**src/rtl/game_flow_controller_pkg.sv**
```systemverilog
// Game sequencer shared types and defaults.
// Phase encoding plus frame-counter sizing helper.
package game_pkg;

    typedef enum logic [2:0] {
        IDLE_ST,
        PLAY_ST,
        HIT_ST,
        LEVELUP_ST,
        OVER_ST,
        WIN_ST
    } game_state_t;

    localparam int DEF_INVULN_FRAMES     = 60;
    localparam int DEF_LEVELUP_FRAMES    = 90;
    localparam int DEF_TARGETS_PER_LEVEL = 3;
    localparam int DEF_NUM_LEVELS        = 4;

    // Counter must hold the larger of the two frame loads.
    function automatic int frame_w(input int a, input int b);
        int m;
        m = (a > b) ? a : b;
        if (m < 1) m = 1;
        return $clog2(m + 1);
    endfunction

endpackage

```
**src/rtl/game_flow_controller_if.sv**
```systemverilog
// Game controller bus: object/lives inputs and overlay/lives outputs.
// master drives the game inputs, slave is the controller.
interface game_flow_controller_if;
    logic       startOfFrame;
    logic       start_key;
    logic       collision;
    logic       target_hit;
    logic       no_life;
    logic       life_hit;
    logic       lives_reloadN;
    logic       game_active;
    logic       flash_en;
    logic       freeze;
    logic [2:0] level;
    logic       game_over;
    logic       game_win;

    modport master (
        output startOfFrame, start_key, collision, target_hit, no_life,
        input  life_hit, lives_reloadN, game_active, flash_en, freeze,
        input  level, game_over, game_win
    );

    modport slave (
        input  startOfFrame, start_key, collision, target_hit, no_life,
        output life_hit, lives_reloadN, game_active, flash_en, freeze,
        output level, game_over, game_win
    );
endinterface

```
**src/rtl/game_flow_controller_frame_timer.sv**
```systemverilog
// Frame countdown shared by the hit and level-up pauses.
// Load wins over decrement; count saturates at zero.
module game_flow_controller_frame_timer #(
    parameter int W = 7
) (
    input  logic         clk,
    input  logic         resetN,
    input  logic         sof,
    input  logic         load,
    input  logic [W-1:0] load_val,
    output logic         done
);
    logic [W-1:0] cnt;

    // Load on request, otherwise count frames down to zero.
    always_ff @(posedge clk or negedge resetN) begin
        if (!resetN) begin
            cnt <= '0;
        end else if (load) begin
            cnt <= load_val;
        end else if (sof && cnt != '0) begin
            cnt <= cnt - 1'b1;
        end
    end

    assign done = (cnt == '0);
endmodule

```
**src/rtl/game_flow_controller.sv**
```systemverilog
// Game phase sequencer: hit gating, invulnerability and level flow.
// Edge detectors and the phase FSM live here; pauses use frame_timer.
module game_flow_controller
    import game_pkg::*;
#(
    parameter int INVULN_FRAMES     = DEF_INVULN_FRAMES,
    parameter int LEVELUP_FRAMES    = DEF_LEVELUP_FRAMES,
    parameter int TARGETS_PER_LEVEL = DEF_TARGETS_PER_LEVEL,
    parameter int NUM_LEVELS        = DEF_NUM_LEVELS
) (
    input logic             clk,
    input logic             resetN,
    game_flow_controller_if.slave bus
);
    localparam int FW = frame_w(INVULN_FRAMES, LEVELUP_FRAMES);
    localparam logic [FW-1:0] INV_V = FW'(INVULN_FRAMES);
    localparam logic [FW-1:0] LUP_V = FW'(LEVELUP_FRAMES);
    localparam logic [3:0] TGT_LAST = 4'(TARGETS_PER_LEVEL - 1);
    localparam logic [2:0] LVL_LAST = 3'(NUM_LEVELS - 1);

    game_state_t state, state_n;
    logic col_d, tgt_d, start_d;
    logic col_rise, tgt_rise, start_rise;
    logic hit_take, tgt_take, reload;
    logic t_load, t_done;
    logic [FW-1:0] t_val;
    logic [3:0] tcnt;
    logic [2:0] level_q;
    logic life_hit_q, reload_q;
    logic active_q, flash_q, freeze_q, over_q, win_q;

    assign col_rise   = bus.collision  && !col_d;
    assign tgt_rise   = bus.target_hit && !tgt_d;
    assign start_rise = bus.start_key  && !start_d;

    game_flow_controller_frame_timer #(.W(FW)) u_timer (
        .clk      (clk),
        .resetN   (resetN),
        .sof      (bus.startOfFrame),
        .load     (t_load),
        .load_val (t_val),
        .done     (t_done)
    );

    // Next phase and the single-cycle actions taken on this cycle's events.
    always_comb begin
        state_n  = state;
        hit_take = 1'b0;
        tgt_take = 1'b0;
        reload   = 1'b0;
        t_load   = 1'b0;
        t_val    = INV_V;
        case (state)
            IDLE_ST, OVER_ST, WIN_ST: begin
                if (start_rise) begin
                    reload  = 1'b1;
                    state_n = PLAY_ST;
                end
            end
            PLAY_ST: begin
                // Ignore stale no_life while the lives reload is in flight.
                if (bus.no_life && reload_q) begin
                    state_n = OVER_ST;
                end else if (col_rise) begin
                    hit_take = 1'b1;
                    t_load   = 1'b1;
                    t_val    = INV_V;
                    state_n  = HIT_ST;
                end else if (tgt_rise) begin
                    tgt_take = 1'b1;
                    if (tcnt == TGT_LAST) begin
                        if (level_q == LVL_LAST) begin
                            state_n = WIN_ST;
                        end else begin
                            t_load  = 1'b1;
                            t_val   = LUP_V;
                            state_n = LEVELUP_ST;
                        end
                    end
                end
            end
            HIT_ST: begin
                if (bus.no_life) state_n = OVER_ST;
                else if (t_done) state_n = PLAY_ST;
            end
            LEVELUP_ST: begin
                if (t_done) state_n = PLAY_ST;
            end
            default: state_n = IDLE_ST;
        endcase
    end

    // Phase register, edge history, level/target counters and registered outputs.
    always_ff @(posedge clk or negedge resetN) begin
        if (!resetN) begin
            state      <= IDLE_ST;
            col_d      <= 1'b0;
            tgt_d      <= 1'b0;
            start_d    <= 1'b0;
            tcnt       <= '0;
            level_q    <= '0;
            life_hit_q <= 1'b0;
            reload_q   <= 1'b1;
            active_q   <= 1'b0;
            flash_q    <= 1'b0;
            freeze_q   <= 1'b1;
            over_q     <= 1'b0;
            win_q      <= 1'b0;
        end else begin
            state      <= state_n;
            col_d      <= bus.collision;
            tgt_d      <= bus.target_hit;
            start_d    <= bus.start_key;
            life_hit_q <= hit_take;
            reload_q   <= !reload;
            if (reload) begin
                tcnt    <= '0;
                level_q <= '0;
            end else if (tgt_take) begin
                if (tcnt == TGT_LAST) begin
                    tcnt <= '0;
                    if (level_q != LVL_LAST) level_q <= level_q + 1'b1;
                end else begin
                    tcnt <= tcnt + 1'b1;
                end
            end
            active_q <= (state_n == PLAY_ST) || (state_n == HIT_ST);
            flash_q  <= (state_n == HIT_ST);
            freeze_q <= (state_n == IDLE_ST) || (state_n == LEVELUP_ST) ||
                        (state_n == OVER_ST) || (state_n == WIN_ST);
            over_q   <= (state_n == OVER_ST);
            win_q    <= (state_n == WIN_ST);
        end
    end

    assign bus.life_hit      = life_hit_q;
    assign bus.lives_reloadN = reload_q;
    assign bus.game_active   = active_q;
    assign bus.flash_en      = flash_q;
    assign bus.freeze        = freeze_q;
    assign bus.level         = level_q;
    assign bus.game_over     = over_q;
    assign bus.game_win      = win_q;
endmodule

```
**src/flat_wrapper.sv**
```systemverilog
// flat-port wrapper written by rule: the top's interface ports become plain ports
module game_flow_controller_flat import game_pkg::*;
#(
    parameter int INVULN_FRAMES     = DEF_INVULN_FRAMES,
    parameter int LEVELUP_FRAMES    = DEF_LEVELUP_FRAMES,
    parameter int TARGETS_PER_LEVEL = DEF_TARGETS_PER_LEVEL,
    parameter int NUM_LEVELS        = DEF_NUM_LEVELS
)
  (clk, resetN, bus_startOfFrame, bus_start_key, bus_collision, bus_target_hit, bus_no_life, bus_life_hit, bus_lives_reloadN, bus_game_active, bus_flash_en, bus_freeze, bus_level, bus_game_over, bus_game_win);
  game_flow_controller_if bus_i ();
  input logic clk;
  input logic resetN;
  input wire logic [$bits(bus_i.startOfFrame)-1:0] bus_startOfFrame;
  input wire logic [$bits(bus_i.start_key)-1:0] bus_start_key;
  input wire logic [$bits(bus_i.collision)-1:0] bus_collision;
  input wire logic [$bits(bus_i.target_hit)-1:0] bus_target_hit;
  input wire logic [$bits(bus_i.no_life)-1:0] bus_no_life;
  output wire logic [$bits(bus_i.life_hit)-1:0] bus_life_hit;
  output wire logic [$bits(bus_i.lives_reloadN)-1:0] bus_lives_reloadN;
  output wire logic [$bits(bus_i.game_active)-1:0] bus_game_active;
  output wire logic [$bits(bus_i.flash_en)-1:0] bus_flash_en;
  output wire logic [$bits(bus_i.freeze)-1:0] bus_freeze;
  output wire logic [$bits(bus_i.level)-1:0] bus_level;
  output wire logic [$bits(bus_i.game_over)-1:0] bus_game_over;
  output wire logic [$bits(bus_i.game_win)-1:0] bus_game_win;
  assign bus_i.startOfFrame = bus_startOfFrame;
  assign bus_i.start_key = bus_start_key;
  assign bus_i.collision = bus_collision;
  assign bus_i.target_hit = bus_target_hit;
  assign bus_i.no_life = bus_no_life;
  assign bus_life_hit = bus_i.life_hit;
  assign bus_lives_reloadN = bus_i.lives_reloadN;
  assign bus_game_active = bus_i.game_active;
  assign bus_flash_en = bus_i.flash_en;
  assign bus_freeze = bus_i.freeze;
  assign bus_level = bus_i.level;
  assign bus_game_over = bus_i.game_over;
  assign bus_game_win = bus_i.game_win;
  game_flow_controller #(.INVULN_FRAMES(INVULN_FRAMES), .LEVELUP_FRAMES(LEVELUP_FRAMES), .TARGETS_PER_LEVEL(TARGETS_PER_LEVEL), .NUM_LEVELS(NUM_LEVELS)) u_core (.clk(clk), .resetN(resetN), .bus(bus_i));
endmodule
```
**config.mk**
```make
export PLATFORM = sky130hd
export DESIGN_NAME = game_flow_controller_flat
export DESIGN_NICKNAME = d
export VERILOG_FILES = /design/src/rtl/game_flow_controller_pkg.sv /design/src/rtl/game_flow_controller_if.sv /design/src/rtl/game_flow_controller_frame_timer.sv /design/src/rtl/game_flow_controller.sv /design/src/flat_wrapper.sv
export SDC_FILE = /design/constraint.sdc
export NUM_CORES = 1
export LEC_CHECK = 0
export BUFFER_PORTS_ARGS = -buffer_cell sky130_fd_sc_hd__buf_4
export CAP_MARGIN = 25
export CORE_MARGIN = 8
export CORE_UTILIZATION = 56
export DETAILED_ROUTE_END_ITERATION = 6
export PLACE_DENSITY_LB_ADDON = 0.3
export SYNTH_ARGS = -nofsm -noshare
export SYNTH_HDL_FRONTEND = slang
export SYNTH_SLANG_ARGS = --single-unit
```
**constraint.sdc**
```tcl
create_clock -name clk -period 2.5 [get_ports clk]
set_input_delay 0.125 -clock clk [delete_from_list [all_inputs] [get_ports clk]]
set_output_delay 0.125 -clock clk [all_outputs]
set_load 0.05 [all_outputs]
```
==> results.json, run 1 <==
{
  "run_status": "complete, no violations",
  "fin_crit_ns": 2.04,
  "finClkSkew_ns": 0.00854,
  "clock_latency_ns": 0.32,
  "ys_top_cells_by_count": "25 x dfrtp_1, 13 x nor2_1, 10 x nand2_1, 9 x a21oi_1, 8 x inv_1",
  "clock-sinks": 27,
  "setup_tns_ns": 0,
  "synth-seq-cells": 27,
  "cts_hold_buf": 4,
  "cp-startpoint": "u_core.bus.level[0]",
  "firstDrtPassIters": 4,
  "yosys.area.top_type": "dfrtp_1",
  "grt_max_degree": 28,
  "worstReg2RegEnd": "u_core.u_timer.cnt[1]",
  "cts_tree": "built",
  "insertedDiodeCount": 0,
  "ys_async_sr_fraction_pct": 100,
  "synth_xor_area_share_pct": 4.00,
  "instances_no_fill": 179,
  "viasPerCell": 5.61,
  "min_from": "bus_startOfFrame",
  "grt_pass1_wl_um": 4710,
  "io_buffers": 16,
  "yosys_warnings": 0,
  "die_w_um": 64.5,
  "routed_wl_um": 2680,
  "fillers": 180,
  "maxSlewHeadroom_pct": 62.0,
  "place_hpwl_um": 1940,
  "synth-edff-count": 0,
  "final_antenna_net_count": 0,
  "cp-end-kind": "flip-flop",
  "drv_cap": 0,
  "timing.rr.start": "u_core.bus.level[0]",
  "core-area_um2": 2210,
  "hold_class": "primary input to flip-flop",
  "power_mw": 1.39,
  "crit_required_ns": 2.70,
  "synth.distinct_cells": 43,
  "place_ws_ns": 0.515,
  "drc_errors": 0,
  "worst-path-buf-inv": 0,
  "synthMuxAreaShare_pct": 0.761,
  "routedWlPerCell_um": 15.0,
  "yosysSeqAreaShare_pct": 51.6,
  "crit_end": "u_core.u_timer.cnt[1]",
  "gr-total-overflow": 0,
  "ys.flop_type": "dfrtp_1",
  "post_cts_buffers": 0,
  "final_layout_size_suffix_gt1_share_pct": 19.2,
  "cp.depth": 7,
  "cts_buffers": 3,
  "root_buffer": "clkbuf_4",
  "seq_area_um2": 678,
  "initial_core_util_pct": 59.4,
  "multi_input_area_um2": 594,
  "max_freq_ghz": 0.490,
  "regToRegSetupSlack_ns": 0.46,
  "yosys-top-cells-area": "dfrtp_1 48%, dfstp_2 4.0%, nor2_1 3.7%, a21oi_1 3.4%, ha_1 2.9%",
  "cpMaxStageDelayCell": "dfrtp_1",
  "avgSynthCellArea_um2": 10.1,
  "io_pins": 17,
  "synth.most_common_cell": "dfrtp_1",
  "arrival_ns": 2.24,
  "worst_pin_slew_ns": 0.567,
  "grt_pass1_vias": 1029,
  "synth.top_cell.area_share_pct": 47.6,
  "setup_viol": 0,
  "drtIter0Drc": 40,
  "row_count": 17,
  "crit_path_max_incr_delay_ns": 0.44,
  "crit_type": "flip-flop to flip-flop",
  "area_delta_synth_final_pct": 15.9,
  "synth_compound_area_share_pct": 12.5,
  "reg2reg_depth": 7,
  "vias": 1005,
  "slew_violations": 0,
  "path_max_fanout": 6,
  "nets": 162,
  "synthCells": 130,
  "gp_congestion": 0.895,
  "antenna_found_initial": 0,
  "p_leak_nw": 0.712,
  "path_cells": "ha_1, ha_1, nor4_2, a21oi_1, or2_0, a21oi_1, a31oi_1",
  "synth_top_family_by_area": "simple AND/OR/NAND/NOR gates",
  "rsz0062_at_grt": "no",
  "netlist_area_um2": 1320,
  "vdd_ir_drop_max_mv": 0.595,
  "clkTransAtPathRegs_ns": 0.13,
  "dieArea_um2": 4160,
  "cts-resized-gates": 0,
  "clockBufferDepth": 2,
  "timing_hold_violations_final": 0,
  "crit_family": "simple AND/OR/NAND/NOR gates",
  "track_usage_pct": 14.1,
  "synthAdderAreaFrac_pct": 2.85,
  "synth-simple-area-share_pct": 25.1,
  "post-route-period-util_pct": 81.7,
  "die_y_um": 64.5,
  "timing.hold.ws_ns": 0.176,
  "htreeDepth": 1,
  "powerDensity_nw_per_um2": 910,
  "placed_cells": 171,
  "cp-start-kind": "flip-flop",
  "syn-num-nets": 140,
  "setup_slack_ns": 0.457
}
-- flip-flops by register name, indices dropped and copies added (netlist names) --
name and flops:
u_core.bus.flash_en 1, u_core.bus.freeze 1, u_core.bus.game_active 1, u_core.bus.game_over 1, u_core.bus.game_win 1, u_core.bus.level 3
u_core.bus.life_hit 1, u_core.bus.lives_reloadN 1, u_core.col_d 1, u_core.start_d 1, u_core.state 3, u_core.tcnt 4
u_core.tgt_d 1, u_core.u_timer.cnt 7
-- where the power goes --
part	internal (mW)	total, mW	leakage, nW	switching (mW)
Sequential	0.550	0.640	0.340	0.0895
Combinational	0.211	0.558	0.357	0.347
Clock	0.0625	0.188	0.0150	0.126
Total	0.824	1.39	0.712	0.562
-- layer usage --
metal	up-vias	GRT usage, %	share of wire [%]
li1	495	-	-
met3	6	3.78	4.6
met5	-	0	0
met2	23	22.0	48
met1	481	17.5	46
met4	0	7.08	1.3
-- how the worst min path moves through the flow --
stage                             to  slack [ns]  cells after the start
3_3_place_gp    u_core.bus.game_over        0.05                      1
5_1_grt        u_core.u_timer.cnt[1]        0.17                      3
2_1_floorplan    u_core.bus.flash_en       -0.17                      0
6_report       u_core.u_timer.cnt[5]        0.18                      4
3_5_place_dp         u_core.state[0]        0.06                      1
4_1_cts        u_core.u_timer.cnt[1]        0.15                      3
-- cell usage in the layout, fill, tap and decap left out, types with 2 or more instances in the layout --
master and count:
dfrtp_1 25, buf_4 16, nor2_1 13, nand2_1 10, a21oi_1 9, inv_1 8, o21ai_0 6, nand2b_1 5
nand3_1 5, dlygate4sd3_1 4, nor2b_1 3, xor2_1 3, xnor2_1 3, ha_1 3, clkbuf_4 3, nand3b_1 2
o22ai_1 2, nor3_2 2, nand4_1 2, dfstp_2 2
-- cell type report --
type / instances / share of cell area [%]
inverter: 8 / 1.97
multi-input combinational: 92 / 39.0
clock buffer: 4 / 1.72
timing repair buffer: 20 / 10.5
tap: 28 / 2.30
sequential: 27 / 44.5
-- logic make-up after synthesis --
group           Yosys count
xor+xnor                  6
flops                    27
simple gates             55
buf+inv                  11
mux                       1
compound gates           27
fa+ha+maj                 3
-- worst reg2reg max path, delay by kind of cell (launching register included) --
family / cells / cell delay, ns
compound gates: 3 / 0.46
flops: 1 / 0.44
fa+ha+maj: 2 / 0.42
simple gates: 2 / 0.60
-- per-stage QoR --
step           cell area, µm²  utilization (%)
3_5_place_dp             1460             65.9
4_1_cts                  1520             68.9
5_1_grt                  1520             68.9
6_report                 1520             68.9
3_3_place_gp             1460             65.9
2_1_floorplan            1320                -
Power figures use the tool's default switching activity.
==> run 2: changes to the inputs <==
Clock period 2.5 ns to 2 ns, I/O delays scaled along.
==> run 2 against run 1 <==
Sequential cell count unchanged. Global-route usage down 0.65 points. Wire length down 1.9%. Sequential power up 25%. Via count up 2.6%. Non-clock buffer count up 1. Power up 28%. Maximum frequency up 8.7%. Critical path depth unchanged. Worst hold slack worse by 0.028 ns. Highest routed layer unchanged. Die area unchanged. Sequential share of layout area down 0.70 points. Critical endpoint is now u_core.bus.game_active.
==> results.json, run 2 (same netlist as run 1, synthesis figures left out) <==
{
  "run_status": "complete, no violations",
  "internal-power_mw": 1.05,
  "post-route-period-util_pct": 94.0,
  "timing_hold_violations_final": 0,
  "routed_wl_um": 2630,
  "largest_register_ffs": 7,
  "viasPerCell": 5.73,
  "clockBufferDepth": 2,
  "insertedDiodeCount": 0,
  "final_antenna_net_count": 0,
  "crit_required_ns": 2.23,
  "track_usage_pct": 13.4,
  "reg.largest.list": "u_core.u_timer.cnt x7, u_core.tcnt x4",
  "p_leak_nw": 0.723,
  "sw_frac_of_total_pct": 40.6,
  "io_buffers": 16,
  "initial_core_util_pct": 59.4,
  "final_layout_size_suffix_gt1_share_pct": 22.4,
  "drtIter0Drc": 26,
  "hold_class": "primary input to flip-flop",
  "path_max_fanout": 5,
  "cts_buffers": 3,
  "nets": 163,
  "clock_latency_ns": 0.32,
  "vdd_ir_drop_max_mv": 0.648,
  "antenna_found_initial": 0,
  "pwr-share-comb_pct": 41.3,
  "io_pins": 17,
  "maxSlewHeadroom_pct": 62.5,
  "dieArea_um2": 4160,
  "power_switching_uw": 719,
  "powerDensity_nw_per_um2": 1140,
  "max_freq_ghz": 0.532,
  "arrival_ns": 2.11,
  "area_delta_synth_final_pct": 18.2,
  "grt_pass1_vias": 1060,
  "setup_tns_ns": 0,
  "slew_violations": 0,
  "crit_type": "flip-flop to flip-flop",
  "root_buffer": "clkbuf_4",
  "die_y_um": 64.5,
  "grt_max_degree": 28,
  "worst_pin_slew_ns": 0.559,
  "pwr-share-clk_pct": 13.4,
  "drc_errors": 0,
  "rsz0062_at_grt": "yes",
  "firstDrtPassIters": 4,
  "place_hpwl_um": 1940,
  "power_frac_seq_pct": 45.3,
  "core-area_um2": 2210,
  "path_cells": "inv_1, ha_1, nand2b_1, nor4_1, or4_1, nor2b_4, a21o_1",
  "cts_tree": "built",
  "clkTransAtPathRegs_ns": 0.15,
  "vias": 1031,
  "htreeDepth": 1,
  "cp-end-kind": "flip-flop",
  "drv_cap": 0,
  "gp_congestion": 0.856,
  "routedWlPerCell_um": 14.6,
  "cp-start-kind": "flip-flop",
  "die_w_um": 64.5,
  "finClkSkew_ns": 0.00888,
  "timing.hold.ws_ns": 0.148,
  "grt_pass1_wl_um": 4600,
  "gr-total-overflow": 0,
  "clock-sinks": 27,
  "setup_viol": 0,
  "cpMaxStageDelayCell": "or4_1",
  "largest-register": "u_core.u_timer.cnt",
  "crit_path_max_incr_delay_ns": 0.50,
  "row_count": 17,
  "fillers": 179,
  "fin_crit_ns": 1.88,
  "final_common_cell": "dfrtp_1",
  "mostFrequentLayoutCells": "23 x dfrtp_1, 17 x buf_4, 13 x nor2_1"
}
## run 2: worst max-delay path: cells and delay by family (launching register included)
family,cells,cell delay (ns)
simple gates,4,0.88
flops,1,0.39
fa+ha+maj,1,0.27
compound gates,1,0.17
buf+inv,1,0.08
## run 2: path summary, 6_finish.rpt
path	from	end	slack [ns]	cells past startpoint
worst max-delay path	u_core.u_timer.cnt[0]	u_core.bus.game_active	0.12	7
max in group asynchronous	resetN	u_core.bus.lives_reloadN	1.50	2
worst min register to register	u_core.u_timer.cnt[6]	u_core.u_timer.cnt[6]	0.55	2
worst min-delay path	bus_startOfFrame	u_core.u_timer.cnt[5]	0.15	4
worst max register to register	u_core.u_timer.cnt[0]	u_core.bus.game_active	0.12	7
min in group asynchronous	resetN	u_core.col_d	0.20	2
## run 2: metrics by stage
step                      setup slack (ns)  power [mW]  util [%]  instance area (µm²)  instances
after CTS                           0.0530        1.76      69.5                 1540        180
after global routing                0.0157        1.88      70.2                 1550        180
after global placement               0.161        1.49      66.5                 1470        172
final                                0.120        1.77      70.2                 1550        180
after floorplan                     0.0217        1.31         -                 1320        130
after detailed placement             0.102        1.52      66.5                 1470        172
## run 2: layout make-up
| type | count | area (µm²) | share of cell area (%) |
|---|---|---|---|
| repair buffers | 21 | 168 | 10.8 |
| well taps | 28 | 35.0 | 2.25 |
| multi-input cells | 92 | 614 | 39.5 |
| inverters | 8 | 30.0 | 1.93 |
| clock buffers | 4 | 26.3 | 1.69 |
| flip-flops and latches | 27 | 681 | 43.8 |
## run 2: power by group through the flow
stage	clock, mW	combinational [mW]	sequential, mW
finish	0.236	0.732	0.802
global route	0.258	0.799	0.820
CTS	0.240	0.721	0.800
detailed placement	0	0.712	0.808
global placement	0	0.692	0.801
floorplan	0	0.394	0.921
## run 2: metal layers
layer | track usage [%] | wire [µm] | vias to the layer above | part of all wire [%]
li1 | - | - | 496 | -
met3 | 3.61 | 159 | 3 | 6.0
met4 | 4.90 | 18 | 0 | 0.68
met5 | 0 | 0 | - | 0
met2 | 23.2 | 1320 | 36 | 50
met1 | 15.5 | 1130 | 496 | 43
## run 2: repair_timing
action,CTS,global route
hold buffers,4,0
endpoints found under the setup margin,0,7
endpoints found under the hold margin,30,0
resized for setup,0,4
setup buffers,0,0
